`src/rtl/mem_access_unit.sv`:
```
// Memory access unit: turns a single load/store request into word-aligned
// memory cycles. Sub-word stores do a read-modify-write. Misaligned requests
// finish immediately with an alignment fault and never touch memory.
module mem_access_unit #(
    parameter int READ_LAT = 2
) (
    input  logic        clk,
    input  logic        reset,
    input  logic        start,
    input  logic        mem_wr,
    input  logic [1:0]  size,
    input  logic        sign_ext,
    input  logic [31:0] addr,
    input  logic [31:0] wdata,
    input  logic [31:0] mem_rdata,
    output logic [31:0] mem_addr,
    output logic [31:0] mem_wdata,
    output logic        mem_we,
    output logic [31:0] data_out,
    output logic        busy,
    output logic        done,
    output logic        misalign
);

    typedef enum logic [1:0] {IDLE, RD, WR, DONE} state_t;

    localparam logic [2:0] LAST_CNT = 3'(READ_LAT - 1);

    state_t      state, next_state;
    logic [31:0] req_addr;
    logic [31:0] req_wdata;
    logic [1:0]  req_size;
    logic        req_wr;
    logic        req_sext;
    logic        req_misalign;
    logic [2:0]  rd_cnt;

    logic        in_word, in_half, in_aligned;
    logic        req_word, req_half;
    logic        rd_last;
    logic [7:0]  lane_byte;
    logic [15:0] lane_half;
    logic [31:0] load_value;
    logic [31:0] merged_word;

    // Decode the incoming request (size 11 behaves as a word) and its alignment
    always_comb begin
        in_word    = (size == 2'b00) || (size == 2'b11);
        in_half    = (size == 2'b01);
        in_aligned = 1'b1;
        if (in_word) begin
            in_aligned = (addr[1:0] == 2'b00);
        end else if (in_half) begin
            in_aligned = ~addr[0];
        end
    end

    // Decode the latched request and pick the addressed lane out of the read word
    always_comb begin
        req_word    = (req_size == 2'b00) || (req_size == 2'b11);
        req_half    = (req_size == 2'b01);
        rd_last     = (rd_cnt == LAST_CNT);
        lane_byte   = mem_rdata[{req_addr[1:0], 3'b000} +: 8];
        lane_half   = mem_rdata[{req_addr[1], 4'b0000} +: 16];
        load_value  = mem_rdata;
        merged_word = mem_rdata;
        if (req_word) begin
            load_value  = mem_rdata;
            merged_word = req_wdata;
        end else if (req_half) begin
            load_value = {{16{req_sext & lane_half[15]}}, lane_half};
            merged_word[{req_addr[1], 4'b0000} +: 16] = req_wdata[15:0];
        end else begin
            load_value = {{24{req_sext & lane_byte[7]}}, lane_byte};
            merged_word[{req_addr[1:0], 3'b000} +: 8] = req_wdata[7:0];
        end
    end

    // Next-state selection; start is only looked at while idle
    always_comb begin
        next_state = state;
        case (state)
            IDLE: begin
                if (start) begin
                    if (!in_aligned) begin
                        next_state = DONE;
                    end else if (mem_wr && in_word) begin
                        next_state = WR;
                    end else begin
                        next_state = RD;
                    end
                end
            end
            RD: begin
                if (rd_last) begin
                    next_state = req_wr ? WR : DONE;
                end
            end
            WR:      next_state = DONE;
            DONE:    next_state = IDLE;
            default: next_state = IDLE;
        endcase
    end

    // Status and memory-control outputs follow directly from the current state
    always_comb begin
        busy     = (state != IDLE);
        done     = (state == DONE);
        mem_we   = (state == WR);
        misalign = (state == DONE) && req_misalign;
        mem_addr = 32'h0;
        if ((state == RD) || (state == WR)) begin
            mem_addr = {req_addr[31:2], 2'b00};
        end
    end

    // State register
    always_ff @(posedge clk) begin
        if (reset) begin
            state <= IDLE;
        end else begin
            state <= next_state;
        end
    end

    // Capture the request and its alignment verdict when it is accepted
    always_ff @(posedge clk) begin
        if (reset) begin
            req_addr     <= 32'h0;
            req_wdata    <= 32'h0;
            req_size     <= 2'b00;
            req_wr       <= 1'b0;
            req_sext     <= 1'b0;
            req_misalign <= 1'b0;
        end else if ((state == IDLE) && start) begin
            req_addr     <= addr;
            req_wdata    <= wdata;
            req_size     <= size;
            req_wr       <= mem_wr;
            req_sext     <= sign_ext;
            req_misalign <= ~in_aligned;
        end
    end

    // Read-latency counter: runs only in RD and wraps back to zero on the last cycle
    always_ff @(posedge clk) begin
        if (reset) begin
            rd_cnt <= 3'd0;
        end else if ((state == RD) && !rd_last) begin
            rd_cnt <= rd_cnt + 3'd1;
        end else begin
            rd_cnt <= 3'd0;
        end
    end

    // Load result register; only a completing load updates it
    always_ff @(posedge clk) begin
        if (reset) begin
            data_out <= 32'h0;
        end else if ((state == RD) && rd_last && !req_wr) begin
            data_out <= load_value;
        end
    end

    // Store data register: word stores take wdata directly, sub-word stores the merged read word
    always_ff @(posedge clk) begin
        if (reset) begin
            mem_wdata <= 32'h0;
        end else if ((state == IDLE) && start && in_aligned && mem_wr && in_word) begin
            mem_wdata <= wdata;
        end else if ((state == RD) && rd_last && req_wr) begin
            mem_wdata <= merged_word;
        end
    end

endmodule

```
`config.mk`:
```
export PLATFORM = sky130hd
export DESIGN_NAME = mem_access_unit
export DESIGN_NICKNAME = d
export VERILOG_FILES = /design/src/rtl/mem_access_unit.sv
export SDC_FILE = /design/constraint.sdc
export NUM_CORES = 1
export LEC_CHECK = 0
export CORE_MARGIN = 3
export CORE_UTILIZATION = 42
export CTS_BUF_LIST = sky130_fd_sc_hd__clkbuf_8 sky130_fd_sc_hd__clkbuf_16
export DETAILED_ROUTE_END_ITERATION = 8
export GPL_TIMING_DRIVEN = 0
export PLACE_DENSITY = 0.72
export SYNTH_ARGS = -nofsm -noshare
export SYNTH_HDL_FRONTEND = slang
export SYNTH_SLANG_ARGS = --single-unit
```
`constraint.sdc`:
```
create_clock -name clk -period 2.99 [get_ports clk]
set_input_delay 0.897 -clock clk [delete_from_list [all_inputs] [get_ports clk]]
set_output_delay 0.897 -clock clk [all_outputs]
set_load 0.01 [all_outputs]
```
==> impl_metrics.env, run 1 <==
export IMPL_outcome="complete, no violations"
export IMPL_required_ns=2.09
export IMPL_ys_ff_latch=138
export IMPL_die_area_um2=18200
export IMPL_grt_pass1_vias=7218
export IMPL_yosysTopAreaCellShare=0.396
export IMPL_portBuffers=199
export IMPL_num_antenna_cells=0
export IMPL_syn_inst=890
export IMPL_initial_core_util=0.435
export IMPL_layout_drive_gt1_share=0.0784
export IMPL_peakVddDrop_v=0.000504
export IMPL_grt_usage=0.276
export IMPL_synth_area_leaders="dfxtp_1 (40%), nand2_1 (9.4%), a21oi_1 (7.7%)"
export IMPL_cts_hold_buf=0
export IMPL_ant_nets=0
export IMPL_grt_setup_unrepaired="no"
export IMPL_cp_end_kind="output port"
export IMPL_core_area_um2=16100
export IMPL_slew_violations=0
export IMPL_initialDrtViolationCount=803
export IMPL_placed_area_um2=9240
export IMPL_crit_path_start="state[1]"
export IMPL_ios=203
export IMPL_antenna_found_initial=0
export IMPL_die_y_um=135
export IMPL_min_period_over_period=0.958
export IMPL_drc_errors=0
export IMPL_cts_tree="yes"
export IMPL_grt_max_degree=17
export IMPL_syn2layout_area_growth_pct=42.7
export IMPL_synth_common_cells="nand2_1 (175), dfxtp_1 (138), a21oi_1 (107)"
export IMPL_htree_levels=4
export IMPL_clock_sinks=138
export IMPL_setup_violations=0
export IMPL_overflow=0
export IMPL_num_vias=7561
export IMPL_clock_tree_root_cell="clkbuf_16"
export IMPL_wirelength_um=25500
export IMPL_tightest_slew_ns=0.971
export IMPL_std_cell_rows=46
export IMPL_fin_tns_setup_ns=0
export IMPL_hp_start="req_addr[23]"
export IMPL_crit_type="register to output port"
export IMPL_leakagePower_nw=3.90
export IMPL_min_period_ns=2.86
export IMPL_gp_congestion=0.968
export IMPL_synth_edff_count=0
export IMPL_final_hold_viol_count=0
export IMPL_critPathArrivalTime_ns=1.97
export IMPL_dpl_hpwl_um=19000
export IMPL_syn_avg_cell_area_um2=7.84
export IMPL_synth_top_area_cell="dfxtp_1"
export IMPL_firstDrtPassIters=7
export IMPL_ys_flop_type="dfxtp_1"
export IMPL_yosys_cell_count_top_type="nand2_1"
export IMPL_fin_area_um2=9960
export IMPL_fin_skew_ns=0.00454
export IMPL_fmaxAchievable_ghz=0.349
export IMPL_clk_pin_slew_worst_paths_ns=0.06
export IMPL_nFillCells=1412
export IMPL_hold_class="register to register"
export IMPL_yosysWarnings=0
export IMPL_yosysSeqAreaShare=0.396
export IMPL_cp_max_fo=10
export IMPL_routedWlPerCell_um=19.0
export IMPL_cap_violations=0
export IMPL_fin_nets=1227
export IMPL_slew_headroom=0.348
export IMPL_clock_latency_ns=0.43
export IMPL_cts_buffer_depth=2
export IMPL_ys_types=58
export IMPL_via_per_inst=5.65
export IMPL_cts_buffers_inserted=17
export IMPL_grt_pass1_wl_um=39600
export IMPL_die_width_um=135
export IMPL_synth_area_um2=6980
export IMPL_synthArstFlopShare=0
export IMPL_r2r_start="req_addr[1]"
export IMPL_critPathLaunchType="register"
export IMPL_powerDensity_nw_per_um2=691
-- metrics by stage --
step / total power, mW / worst slack (ns) / util / std cells / hold slack [ns]
CTS: 6.88 / 0.00347 / 0.616 / 1338 / 0.450
global route: 7.23 / 0.00492 / 0.620 / 1339 / 0.463
detailed placement: 4.56 / -0.287 / 0.576 / 1306 / 0.442
finish: 6.88 / 0.126 / 0.620 / 1339 / 0.447
global placement: 4.54 / -0.263 / 0.576 / 1306 / 0.431
floorplan: 3.64 / 0.631 / - / 891 / 0.421
-- per-layer routing --
layer | wire, um | up-vias | part of all wire | GRT usage
met5 | 0 | - | 0 | 0
met4 | 789 | 0 | 0.031 | 0.0979
met3 | 3050 | 62 | 0.12 | 0.0782
met2 | 11300 | 457 | 0.44 | 0.430
met1 | 10300 | 3457 | 0.41 | 0.366
li1 | - | 3585 | - | -
-- state kept, by name (all words and copies together) (netlist names), 2 cells and up --
name	flops
data_out	32
mem_wdata	32
req_wdata	32
state	2
req_size	2
rd_cnt	3
req_addr	32
-- critical path: stages (launching register included) --
cell and delay (ns):
dfxtp_2 0.34, inv_2 0.07, ha_4 0.28, clkbuf_4 0.18
and2_1 0.13, clkdlybuf4s50_1 0.53
-- layout by cell type, fill, tap and decap left out, drive strengths merged, types with 20 or more instances in the layout --
cell type and instances:
a21oi 107, clkdlybuf4s50 174, clkbuf 69, and2 34, nor3 25, nor2 74, a221oi 29, inv 32
nand2 176, buf 26, dlymetal6s2s 20, dfxtp 138, a211oi 44
-- cells by family after synthesis --
family	Yosys count	share of synthesized area
compound gates	249	0.240
fa+ha+maj	14	0.0251
buf+inv	107	0.0696
flops	138	0.396
mux	18	0.0305
other cells	1	0.000537
simple gates	363	0.238
-- what timing repair did --
action,4_1_cts,5_1_grt
endpoints found under the setup margin,30,28
gates resized for setup,12,25
buffers inserted,0,1
cloned,0,0
pin swaps,0,0
-- path summary, 6_finish.rpt --
path / to / slack (ns) / cells after the start
max: mem_addr[8] / 0.13 / 5
min reg2reg: req_addr[23] / 0.45 / 2
min: req_addr[23] / 0.45 / 2
max reg2reg: mem_wdata[7] / 0.22 / 9
-- report_power, final --
part | total [mW] | switching [mW] | internal [mW]
sequential | 2.26 | 0.184 | 2.07
combinational | 2.35 | 1.39 | 0.965
clock | 2.27 | 0.852 | 1.42
-- layout make-up --
cell class / instances / area (um2) / area share
Inverter: 31 / 119 / 0.0119
Buffer: 76 / 380 / 0.0382
Tap cell: 216 / 270 / 0.0271
Sequential cell: 138 / 2770 / 0.278
Timing Repair Buffer: 200 / 2040 / 0.205
Clock buffer: 18 / 439 / 0.0441
Clock inverter: 14 / 196 / 0.0197
Multi-Input combinational cell: 646 / 3750 / 0.376
(Power assumes the default switching activity.)
==> inputs of run 2 (changes only) <==
==> constraint.sdc (replaced) <==
create_clock -name clk -period 3.1 [get_ports clk]
set_input_delay 0.93 -clock clk [delete_from_list [all_inputs] [get_ports clk]]
set_output_delay 0.93 -clock clk [all_outputs]
set_load 0.01 [all_outputs]
==> impl_metrics.env, run 2 (synthesis results as in run 1) <==
export IMPL_crit_chain="inv_1 > ha_4 > clkbuf_4 > and2_1 > clkdlybuf4s50_1"
export IMPL_outcome="complete, no violations"
export IMPL_layout_commonest_cell="clkdlybuf4s50_1"
export IMPL_crit_family="buffers and inverters"
export IMPL_seqCellArea_um2=2760
export IMPL_wirelength_um=25500
export IMPL_cts_buffer_depth=2
export IMPL_cp_max_fo=10
export IMPL_fmaxAchievable_ghz=0.334
export IMPL_crit_type="register to output port"
export IMPL_crit_path_start="state[1]"
export IMPL_critPathSlowestCell="clkdlybuf4s50_1"
export IMPL_core_area_um2=16100
export IMPL_cts_buffers_inserted=17
export IMPL_min_period_over_period=0.966
export IMPL_firstDrtPassIters=6
export IMPL_leakagePower_nw=3.85
export IMPL_p_comb_frac=0.343
export IMPL_grt_pass1_vias=7218
export IMPL_initial_core_util=0.435
export IMPL_clock_latency_ns=0.43
export IMPL_clock_tree_root_cell="clkbuf_16"
export IMPL_ant_nets=0
export IMPL_final_cell_mix="clkdlybuf4s50_1 (180), nand2_1 (175), dfxtp_1 (138), a21oi_1 (107), nor2_1 (73)"
export IMPL_cp_end_kind="output port"
export IMPL_hold_ws_ns=0.447
export IMPL_slew_headroom=0.344
export IMPL_cap_violations=0
export IMPL_r2r_start="req_addr[1]"
export IMPL_gp_congestion=0.968
export IMPL_swShare=0.353
export IMPL_fin_tns_setup_ns=0
export IMPL_ios=203
export IMPL_num_antenna_cells=0
export IMPL_syn2layout_area_growth_pct=42.6
export IMPL_tightest_slew_ns=0.976
export IMPL_intPower_mw=4.30
export IMPL_dpl_hpwl_um=19000
export IMPL_hold_class="register to register"
export IMPL_fin_skew_ns=0.00551
export IMPL_grt_pass1_wl_um=39600
export IMPL_portBuffers=199
export IMPL_layout_drive_gt1_share=0.0740
export IMPL_required_ns=2.17
export IMPL_final_hold_viol_count=0
export IMPL_die_area_um2=18200
export IMPL_overflow=0
export IMPL_critPathLaunchType="register"
export IMPL_cpPeakStageDelay_ns=0.56
export IMPL_cts_setup_buffers=0
export IMPL_seqPwrFrac=0.327
export IMPL_antenna_found_initial=0
export IMPL_power_mw=6.65
export IMPL_worst_path_buf_inv=3
export IMPL_htree_levels=4
export IMPL_reg2reg_slack_ns=0.25
export IMPL_fin_nets=1226
export IMPL_grt_usage=0.276
export IMPL_routedWlPerCell_um=19.1
export IMPL_clock_sinks=138
export IMPL_clk_pin_slew_worst_paths_ns=0.06
export IMPL_die_width_um=135
export IMPL_drc_errors=0
export IMPL_grt_setup_unrepaired="no"
export IMPL_via_per_inst=5.64
export IMPL_setup_violations=0
export IMPL_min_period_ns=2.99
export IMPL_slew_violations=0
export IMPL_grt_max_degree=17
export IMPL_powerDensity_nw_per_um2=668
export IMPL_multi_input_area_um2=3750
export IMPL_post_route_util=0.620
export IMPL_cts_tree="yes"
export IMPL_cts_hold_buf=0
export IMPL_dpl_worst_slack_ns=-0.210
export IMPL_die_y_um=135
export IMPL_p_switching_mw=2.34
export IMPL_layout_setup_ws_ns=0.106
export IMPL_pwr_share_clk=0.330
export IMPL_nFillCells=1407
export IMPL_num_vias=7540
export IMPL_hp_start="req_addr[23]"
export IMPL_critPathArrivalTime_ns=2.06
export IMPL_initialDrtViolationCount=871
export IMPL_peakVddDrop_v=0.000506
export IMPL_std_cell_rows=46
run 2: stage by stage:
step                      area [um2]  cells
after detailed placement        9240   1306
after CTS                       9900   1338
after global routing            9950   1338
final                           9950   1338
after global placement          9240   1306
after floorplan                 6980    891
run 2: path summary, 6_finish.rpt:
path / cells past startpoint / endpoint
worst min register to register: 2 / req_addr[23]
worst max register to register: 9 / mem_wdata[25]
worst max-delay path: 5 / mem_addr[26]
worst min-delay path: 2 / req_addr[23]
run 2: cell type report:
class / count / share of cell area
clock buffer: 18 / 0.0441
timing repair buffer: 199 / 0.205
clock inverter: 14 / 0.0197
tap: 216 / 0.0272
inverter: 31 / 0.0119
multi-input combinational: 646 / 0.376
sequential: 138 / 0.278
buffer: 76 / 0.0380
run 2: metal layers:
layer  vias up  GRT usage  wire, um  part of all wire
met3        62     0.0782      2880              0.11
met1      3465      0.366     10500              0.41
li1       3578          -         -                 -
met5         -          0         0                 0
met4         0     0.0979       680             0.027
met2       435      0.430     11400              0.45
run 2: timing repair:
action                                  in CTS  in global routing
gates resized for setup                      7                 19
hold endpoints to repair                     0                  0
endpoints found under the setup margin      30                 19
pin swaps                                    0                  0
run 2: worst reg2reg max path: stages, from the launching register on:
cell and delay [ns]:
dfxtp_1 0.46, buf_2 0.31, inv_2 0.13, buf_6 0.18, ha_1 0.24, nor2_4 0.24
nor4b_4 0.45, a221oi_1 0.14, or3_1 0.44, a211oi_2 0.18
run 2: power groups by stage:
stage               Clock [mW]  Combinational (mW)  Sequential, mW
floorplan                    0                1.35            2.16
global placement             0                2.18            2.19
detailed placement           0                2.20            2.20
CTS                       2.21                2.28            2.16
global route              2.28                2.51            2.19
finish                    2.20                2.28            2.17
